[src/rtl/xsim_msg_pkg.sv]
// Shared types and header field positions for the XSIM message deframer.
// The header-length legality check lives here so the rules stay in one place.
package xsim_msg_pkg;

  typedef struct packed {
    logic        empty;
    logic        first;
    logic        last;
    logic [15:0] method;
    logic [31:0] data;
  } msg_entry_t;

  typedef enum logic {HDR, PAYLOAD} deframe_state_t;

  localparam int HDR_METHOD_MSB = 31;
  localparam int HDR_METHOD_LSB = 16;
  localparam int HDR_LEN_MSB    = 15;

  // Length counts the header itself, so zero can never be a real message.
  function automatic logic len_legal(input logic [15:0] len, input int max_words);
    return (len != 16'd0) && ({16'd0, len} <= $unsigned(max_words));
  endfunction

endpackage

[src/rtl/xsim_entry_fifo.sv]
// First-word-fall-through FIFO of a generic entry type.
// Pointers carry an extra wrap bit so full and empty need no separate counter.
module xsim_entry_fifo #(
  parameter int  DEPTH = 16,
  parameter type T     = logic [7:0]
) (
  input  logic clk,
  input  logic rst_n,
  input  logic push,
  input  T     wdata,
  input  logic pop,
  output T     rdata,
  output logic full,
  output logic empty
);

  localparam int AW = $clog2(DEPTH);

  T             r_mem [DEPTH];
  logic [AW:0]  r_wptr;
  logic [AW:0]  r_rptr;
  logic         w_do_push;
  logic         w_do_pop;

  assign empty     = (r_wptr == r_rptr);
  assign full      = (r_wptr[AW] != r_rptr[AW]) && (r_wptr[AW-1:0] == r_rptr[AW-1:0]);
  assign w_do_push = push && !full;
  assign w_do_pop  = pop && !empty;
  assign rdata     = r_mem[r_rptr[AW-1:0]];

  always_ff @(posedge clk) begin
    if (w_do_push) r_mem[r_wptr[AW-1:0]] <= wdata;
  end

  always_ff @(posedge clk or negedge rst_n) begin
    if (!rst_n) begin
      r_wptr <= '0;
      r_rptr <= '0;
    end else begin
      if (w_do_push) r_wptr <= r_wptr + 1'b1;
      if (w_do_pop)  r_rptr <= r_rptr + 1'b1;
    end
  end

endmodule

[src/rtl/xsim_msg_deframer.sv]
// Splits a raw 32-bit beat stream into framed portal messages (header + payload)
// and presents payload entries through a FWFT FIFO with first/last/empty tags.
module xsim_msg_deframer
  import xsim_msg_pkg::*;
#(
  parameter int DEPTH     = 16,
  parameter int MAX_WORDS = 64
) (
  input  logic        CLK,
  input  logic        RST_N,
  input  logic        in_src_rdy,
  input  logic [31:0] in_beat,
  output logic        in_deq,
  output logic        out_valid,
  input  logic        out_ready,
  output logic [31:0] out_data,
  output logic [15:0] out_method,
  output logic        out_first,
  output logic        out_last,
  output logic        out_empty,
  output logic        err_len,
  output logic [31:0] msg_count
);

  deframe_state_t r_state, w_state_nxt;
  logic [15:0]    r_remaining, w_remaining_nxt;
  logic [15:0]    r_method, w_method_nxt;
  logic           r_first_pl, w_first_pl_nxt;
  logic           r_err_len;
  logic [31:0]    r_msg_count;

  logic           w_push, w_msg_inc, w_err_set;
  logic           w_ready, w_len_ok;
  logic           w_full, w_empty, w_pop;
  logic [15:0]    w_len;
  msg_entry_t     w_wr_entry, w_rd_entry;

  assign w_len    = in_beat[HDR_LEN_MSB:0];
  assign w_len_ok = len_legal(w_len, MAX_WORDS);

  always_comb begin
    w_state_nxt     = r_state;
    w_remaining_nxt = r_remaining;
    w_method_nxt    = r_method;
    w_first_pl_nxt  = r_first_pl;
    w_push          = 1'b0;
    w_msg_inc       = 1'b0;
    w_err_set       = 1'b0;
    w_wr_entry      = '0;
    // A malformed header is discarded without touching the FIFO, so it never waits on space.
    w_ready         = !w_full || ((r_state == HDR) && !w_len_ok);
    in_deq          = in_src_rdy && w_ready;

    case (r_state)
      HDR: begin
        if (in_deq) begin
          if (!w_len_ok) begin
            w_err_set = 1'b1;
          end else if (w_len == 16'd1) begin
            w_push            = 1'b1;
            w_msg_inc         = 1'b1;
            w_wr_entry.empty  = 1'b1;
            w_wr_entry.first  = 1'b1;
            w_wr_entry.last   = 1'b1;
            w_wr_entry.method = in_beat[HDR_METHOD_MSB:HDR_METHOD_LSB];
          end else begin
            w_method_nxt    = in_beat[HDR_METHOD_MSB:HDR_METHOD_LSB];
            w_remaining_nxt = w_len - 16'd1;
            w_first_pl_nxt  = 1'b1;
            w_state_nxt     = PAYLOAD;
          end
        end
      end
      PAYLOAD: begin
        if (in_deq) begin
          w_push            = 1'b1;
          w_wr_entry.first  = r_first_pl;
          w_wr_entry.last   = (r_remaining == 16'd1);
          w_wr_entry.method = r_method;
          w_wr_entry.data   = in_beat;
          w_remaining_nxt   = r_remaining - 16'd1;
          w_first_pl_nxt    = 1'b0;
          if (r_remaining == 16'd1) begin
            w_msg_inc   = 1'b1;
            w_state_nxt = HDR;
          end
        end
      end
      default: w_state_nxt = HDR;
    endcase
  end

  always_ff @(posedge CLK or negedge RST_N) begin
    if (!RST_N) begin
      r_state     <= HDR;
      r_remaining <= '0;
      r_method    <= '0;
      r_first_pl  <= 1'b0;
      r_err_len   <= 1'b0;
      r_msg_count <= '0;
    end else begin
      r_state     <= w_state_nxt;
      r_remaining <= w_remaining_nxt;
      r_method    <= w_method_nxt;
      r_first_pl  <= w_first_pl_nxt;
      if (w_err_set) r_err_len <= 1'b1;
      if (w_msg_inc) r_msg_count <= r_msg_count + 32'd1;
    end
  end

  xsim_entry_fifo #(
    .DEPTH (DEPTH),
    .T     (msg_entry_t)
  ) u_fifo (
    .clk   (CLK),
    .rst_n (RST_N),
    .push  (w_push),
    .wdata (w_wr_entry),
    .pop   (w_pop),
    .rdata (w_rd_entry),
    .full  (w_full),
    .empty (w_empty)
  );

  // Outputs are forced to zero when nothing is queued so stale RAM never leaks out.
  assign w_pop      = !w_empty && out_ready;
  assign out_valid  = !w_empty;
  assign out_data   = w_empty ? 32'd0 : w_rd_entry.data;
  assign out_method = w_empty ? 16'd0 : w_rd_entry.method;
  assign out_first  = !w_empty && w_rd_entry.first;
  assign out_last   = !w_empty && w_rd_entry.last;
  assign out_empty  = !w_empty && w_rd_entry.empty;
  assign err_len    = r_err_len;
  assign msg_count  = r_msg_count;

endmodule

[config.mk]
export PLATFORM = sky130hd
export DESIGN_NAME = xsim_msg_deframer
export DESIGN_NICKNAME = d
export VERILOG_FILES = /design/src/rtl/xsim_msg_pkg.sv /design/src/rtl/xsim_entry_fifo.sv /design/src/rtl/xsim_msg_deframer.sv
export SDC_FILE = /design/constraint.sdc
export NUM_CORES = 1
export LEC_CHECK = 0
export ABC_AREA = 0
export CORE_AREA = 2 2 284 286
export CTS_CLUSTER_DIAMETER = 100
export DETAILED_ROUTE_END_ITERATION = 6
export DIE_AREA = 0 0 286 288
export PLACE_DENSITY_LB_ADDON = 0.1
export SETUP_SLACK_MARGIN = 0.1
export SYNTH_ARGS = -nofsm -noshare
export SYNTH_HDL_FRONTEND = slang
export SYNTH_SLANG_ARGS = --single-unit
[constraint.sdc]
create_clock -name CLK -period 12.3 [get_ports CLK]
set_clock_uncertainty 0.1 [all_clocks]
set_input_delay 1.23 -clock CLK [delete_from_list [all_inputs] [get_ports CLK]]
set_output_delay 1.23 -clock CLK [all_outputs]
set_load 0.01 [all_outputs]
; Yosys cells after proc, flatten, opt, wreduce, memory -nomap -nowiden
; Memory sizes are Yosys's and may differ from the RTL's.
; Index checks and enable logic that the tools add are counted.
[totals]
ff_bits = 77
ram_bits = 816
in_bits = 36
out_inout_bits = 86
n_memories = 1
[memory_table]
columns = memory, words, width, rd, rd_clocked_by_memory_dff, wr, line_no
row1 = u_fifo.r_mem, 16, 51, 1, 0, 1, xsim_entry_fifo.sv:19  ; T r_mem [DEPTH];
[op_classes]
add_sub_neg = 5
order_cmp = 1
n_eq_ne = 9
mux = 38
n_bitwise = 2
n_reduce_logical = 17
[op_table]
columns = op, count
row1 = $mux W16, 5
row2 = $mux W32, 2
row3 = $mux W19, 3
row4 = $mux W50, 1
row5 = $pmux W18 S2, 1
row6 = $add A32 B1 Y32 const B, 1
row7 = $eq A16 B1 Y1 const B, 2
row8 = $pmux W16 S2, 1
row9 = $sub A16 B1 Y16 const B, 2
row10 = $mux W1, 21
row11 = $le A16 B7 Y1 const B, 1
row12 = $reduce_bool A16 Y1, 1
row13 = $add A5 B1 Y5 const B, 2
row14 = $logic_and A1 B1 Y1, 10
row15 = $ne A2 B2 Y1 const B, 4
row16 = $pmux W1 S2, 4
row17 = $reduce_and A4 Y1, 2
row18 = $eq A5 B5 Y1, 1
row19 = $eq A4 B4 Y1, 1
row20 = $logic_not A1 Y1, 3
row21 = $not A1 Y1, 2
row22 = $logic_or A1 B1 Y1, 1
row23 = $ne A1 B1 Y1, 1

; Depth between registers and ports, before layout
[logic_depth]
depth_word = 11
depth_mapped = 9
mapped_depth_nobuf = 8

; By module
; From an unflattened synthesis, not the netlist that was laid out.
[unflattened]
hier_cells = 1903
hier_area_um2 = 36362.4
[by_module_without_submodules]
columns = module, n_inst, cells_per_inst, area_each_um2
row1 = xsim_entry_fifo, 1, 1436, 32001.9
row2 = xsim_msg_deframer, 1, 467, 4360.4

; Worst setup path after synthesis
; No wires, ideal clock.
[synth_timing]
kind = input to register
from = input port in_beat[7]
to = memory u_fifo.r_mem[3][0] in the netlist's numbering, enable pin
arrival_time_ps = 6097
path_slack_ps = 5581
path_stages = 6
cell_sequence = nor4_1 -> nand3_1 -> or3_1 -> a21oi_2 -> nand2_1 -> nor3_1
[synth_via]
elab_chain_len = 11
word_cells_on_any_way = 16
cone_classes = order compare (1) / eq/ne (1) / mux (7) / reduce/logical (7)
[synth_rtl]
columns = element, line_no
row1 = from (decl), xsim_msg_deframer.sv:12  ; input logic [31:0] in_beat,
row2 = $le A16 B7 Y1 / $reduce_bool A16 Y1 (equally long branches), xsim_msg_pkg.sv:21  ; return (len != 16'd0) && ({16'd0, len} <= $unsigned(max_words));
row3 = $logic_and A1 B1 Y1, xsim_msg_pkg.sv:21
row4 = $logic_not A1 Y1, -
row5 = $logic_and A1 B1 Y1, xsim_msg_deframer.sv:51  ; w_ready = !w_full || ((r_state == HDR) && !w_len_ok);
row6 = $logic_or A1 B1 Y1, xsim_msg_deframer.sv:51
row7 = $logic_and A1 B1 Y1, xsim_msg_deframer.sv:52  ; in_deq = in_src_rdy && w_ready;
row8 = "$mux W1, on equally long branches", "xsim_msg_deframer.sv:75, xsim_msg_deframer.sv:56"
row9 = $pmux W1 S2 *, xsim_msg_deframer.sv:54  ; case (r_state)
row10 = $logic_and A1 B1 Y1 *, xsim_entry_fifo.sv:27  ; assign w_do_push = push && !full;
row11 = $mux W1 *, xsim_entry_fifo.sv:32  ; if (w_do_push) r_mem[r_wptr[AW-1:0]] <= wdata;
row12 = $mux W1 (implied by the code) *, xsim_entry_fifo.sv:32
row13 = to (decl), xsim_entry_fifo.sv:19
; Every way passes the cells marked *; elsewhere a longest branch is shown, timed or not.

; Final worst setup path
[layout_timing]
from = register u_fifo.r_rptr[0]
to = output port out_data[16]
[layout_via]
elab_chain_len = 2
word_cells_on_any_way = 3
cone_classes = eq/ne (1) / mux (1) / memory (1)
[layout_rtl]
columns = element, line_no
row1 = from (decl), xsim_entry_fifo.sv:21  ; logic [AW:0] r_rptr;
row2 = from (signal assigned), xsim_entry_fifo.sv:41  ; if (w_do_pop) r_rptr <= r_rptr + 1'b1;
row3 = $mem_v2 Z16 W51 / $eq A5 B5 Y1 (equally long branches), -
row4 = $mux W32 *, xsim_msg_deframer.sv:128  ; assign out_data = w_empty ? 32'd0 : w_rd_entry.data;
row5 = to (decl), xsim_msg_deframer.sv:16  ; output logic [31:0] out_data,
; Marks and branches as above.

==> flow_results.org <==
** Power and ir drop
- Power density over the cells :: 230.0 nW/um2
- Worst ir drop on vdd :: 0.1881 mV
- Power comes to 9.440 mW.
- Leakage power :: ~14 nW

** Timing
- The number of max-slew violations in the final report was 0.
- Min Clock Period, post-route :: 6.531 ns
- Based on the critical path, the design can be clocked at up to 0.1531 GHz.
- The worst pin sits at a relative slew slack of 22.96%.
- Post-layout worst setup margin :: around 5.8 ns
- Final worst path period share :: between 50% and 60%
- Unrepaired setup endpoints after global routing :: no
- Setup total negative slack on the finished layout was measured at 0 ns.
- Number of setup violations in the final report :: 0
- Worst slew pin tran :: 1.151 ns
- Final Hold Vio Count :: 0

** Clocking
- Clk Latency, worst-skew pair :: about 0.64 ns
- Post-CTS sizing :: 0
- Buffers inserted during clock tree synthesis total 93.
- Num Clock Sinks :: 893
- No sink is reached through more buffers than the 3 on the longest clock path.
- CTS root buffer :: clkbuf_16
- CTS tree :: yes
- H-tree Lvls :: 3
- Post-CTS setup repair buffer count :: 0
- Clock-pin slew was measured on the worst setup and hold paths at 0.06 ns.
- Hold repair after CTS inserted 0 buffers.

** Flow run
- # Max-Cap Violations :: 0

** Critical path
- Worst Setup End Kind :: primary output
- The worst setup path is of the reg2out kind.
- For the worst setup path, the data required time is between 10 and 15 ns.
- In this run the register-to-register setup slack is ~8 ns.
- Arrival @ worst endpoint :: 5.20 ns
- Nature of the critical path startpoint :: register
- Crit Path Max Fanout :: 47

** Die
- Floorplan die width :: 286 um
- The initial utilization of the core area, before any placement, comes to between 40% and 50%.
- Row generation in the floorplan step produced roughly 100 rows.
- CORE AREA :: between 70,000 and 80,000 um2
- I/O pin count :: about 120
- Area of the die :: 82,370 um2
- Die outline height :: 288 um

** Yosys
- Synthesis produced a netlist with a net count of approximately 1,700.
- Top area cells in the synthesized netlist :: edfxtp_1, mux4_2, dfrtp_1
- In this run, synthesis produced a sequential element count of 893.
- Count of mapped cells out of synthesis :: 1,637
- edfxtp_1 takes more of the synthesized area than any other cell.
- Among all flip-flop cells after synthesis, the most frequent one is edfxtp_1.
- In this run, distinct cell masters in the synthesized netlist total 60.
- The synthesized design contains between 800 and 900 enable-type register cells.
- Cell area after synthesis :: 35,280 um2
- After synthesis, flip-flops and latches occupy 74.91% of the total area.
- Mean post-synth cell area :: about 22 um2
- Post-synthesis async set-or-reset flop share :: around 8.6%
- Top-area cell type share of the netlist area :: a little over two thirds
- Yosys printed 0 warnings.

** Finish
- For this run, the post-layout net count is 1,854.
- Number of diodes :: 0
- In the final layout, the share of cells above drive strength 1 is 26.09%.
- Compared with the post-synthesis result, the final layout area differs by 16.31%.
- The finished layout holds 2,946 standard cells, fillers aside.

** Global routing
- The via count of the first global-routing pass is 17,970.
- After global routing the overflow that remains totals 0.
- GRT Max-Usage Layer :: met2
- In the global route stage, met1 resource usage came out at 27.99%.
- Global routing consumed, on the met2 layer, approximately 34% of the routing resources.
- The first global-routing pass estimated 121,800 um of wire.
- Antenna violations before repair :: 2
- Entering global routing, the biggest net connects 151 pins.
- Global routing consumed, over all layers together, ~20% of the routing resources.
- Global-route track usage on met3 :: 3.368%

** Place
- The number of placed instances, taps included, is 2,773.
- Routability-driven placement finished with a final weighted congestion of ~0.77.
- Port Buf Inserts :: around 120
- Once detailed placement completed, the half-perimeter wirelength came to 45,300 um.
- Timing analysis after detailed placement gives a worst setup slack of 6.214 ns.

** Detailed routing
- Summed over all layers, the routed wires come to 82,400 um.
- The first routing iteration left 1,498 violations.
- Routed len/inst :: 27.97 um
- The first detailed-routing pass took 5 iterations.
- Average via count per standard cell :: 5.687
- In the routed design, unresolved DRC markers number 0.
- For this block, the via count after detailed routing is 16,750.
- Once detail routing completed, the nets flagged for antenna violations numbered 0.

** Outcome
- The flow ran to the end, and the final reports show no timing, DRC or antenna violations.

** Min path
- Hold/Removal Path Class :: in2async
[per-layer routing]
metal  part of all wire, %  vias to the layer above  routed length, um
li1                      -                     7144                  -
met1                    44                     9052              35910
met2                    50                      469              40960
met3                   5.0                       88               4138
met4                   1.7                        0               1391
met5                     0                        -                  0
[report_power, final]
| group | switching [mW] | internal [mW] | total (mW) | leakage (nW) |
|---|---|---|---|---|
| clock network | 1.16 | 1.68 | 2.84 | 1.54 |
| logic | 1.36 | 1.42 | 2.78 | 3.42 |
| registers | 0.172 | 3.65 | 3.82 | 8.60 |
| total | 2.69 | 6.75 | 9.44 | 13.6 |
[synth_stat cells (all sizes together) (2+ instances only)]
master / number
nor2: 35
and4: 5
and3: 8
ha: 10
a311oi: 2
o21ai: 11
or4: 7
nor3: 19
buf: 29
nand4: 10
edfxtp: 816
nor4: 10
mux4: 255
a221o: 2
nor2b: 55
inv: 13
xnor2: 30
nand2: 33
and2: 35
nand2b: 7
o311ai: 2
o31ai: 5
or3: 6
mux2i: 2
o2111ai: 3
nand3: 13
a21oi: 9
a21o: 3
clkbuf: 52
a22o: 19
mux2: 19
xor2: 19
dfrtp: 77
[stage by stage]
step / area (um2) / hold slack [ns] / utilization, %
after detailed placement: 37910 / 0.3636 / 47.61
final: 41040 / 0.3257 / 51.53
after global placement: 37910 / 0.3662 / 47.61
after floorplan: 35280 / 0.3501 / -
after global routing: 41040 / 0.3068 / 51.53
after CTS: 41040 / 0.2959 / 51.53
[state kept, by name (all words and copies together) (netlist names)]
signal         cells
r_method          16
r_first_pl         1
u_fifo.r_rptr      5
r_state            1
u_fifo.r_wptr      5
r_remaining       16
msg_count         32
err_len            1
u_fifo.r_mem     816
[worst max-delay path: stages (launching register included)]
cell and delay [ns]:
dfrtp_4 0.96, buf_4 0.87, buf_4 0.83, mux4_2 0.61, mux4_2 0.47, nor2b_1 0.14, clkdlybuf4s50_1 0.52
[cell families after synthesis]
group / share of synthesized area (%)
adder cells (fa/ha/maj): 0.3546
XOR/XNOR: 1.216
AND/OR/NAND/NOR: 4.011
flip-flops: 74.91
AO/OA/AOI/OAI: 1.497
multiplexers: 16.94
buffers and inverters: 1.067
[worst paths after layout]
check / startpoint / to / cells after the start
max in group asynchronous: RST_N / u_fifo.r_rptr[3]$_DFFE_PN0P_ / 2
min in group CLK: r_first_pl$_DFFE_PN0P_ / r_first_pl$_DFFE_PN0P_ / 1
max: u_fifo.r_rptr[0]$_DFFE_PN0P_ / out_data[16] / 6
min reg2reg: r_first_pl$_DFFE_PN0P_ / r_first_pl$_DFFE_PN0P_ / 1
max reg2reg: u_fifo.r_rptr[1]$_DFFE_PN0P_ / u_fifo.r_mem[7][46]$_DFFE_PP_ / 9
min: RST_N / u_fifo.r_rptr[4]$_DFFE_PN0P_ / 1
[placed cells by master, fill, tap and decap left out, types with 5 or more instances in the layout]
cell	instances
and2_1	35
clkbuf_1	11
clkdlybuf4s50_1	120
clkbuf_8	7
bufinv_16	10
nor4_1	7
clkbuf_16	96
inv_1	13
nand3_1	13
nor2_4	13
nor2_1	22
clkinvlp_4	5
nor3_1	13
a22o_1	19
a21oi_1	7
ha_1	10
and3_1	8
xnor2_1	30
nand2b_1	7
mux2_2	19
nor3_2	5
edfxtp_1	816
o31ai_1	5
dfrtp_1	73
or4_1	7
buf_4	36
mux4_2	255
nand2_1	32
clkinv_2	24
xor2_1	19
nand4_1	10
nor2b_1	55
or3_1	5
o21ai_0	9
clkinv_1	15
[final cells by class]
class	count	area (um2)
Fill cell	6374	38600
Clock inverter	59	583.1
Tap cell	1060	1326
Clock buffer	114	2540
Inverter	13	48.80
Sequential cell	893	26450
Timing Repair Buffer	157	1491
Multi-Input combinational cell	650	8601
(Power assumes the default switching activity.)
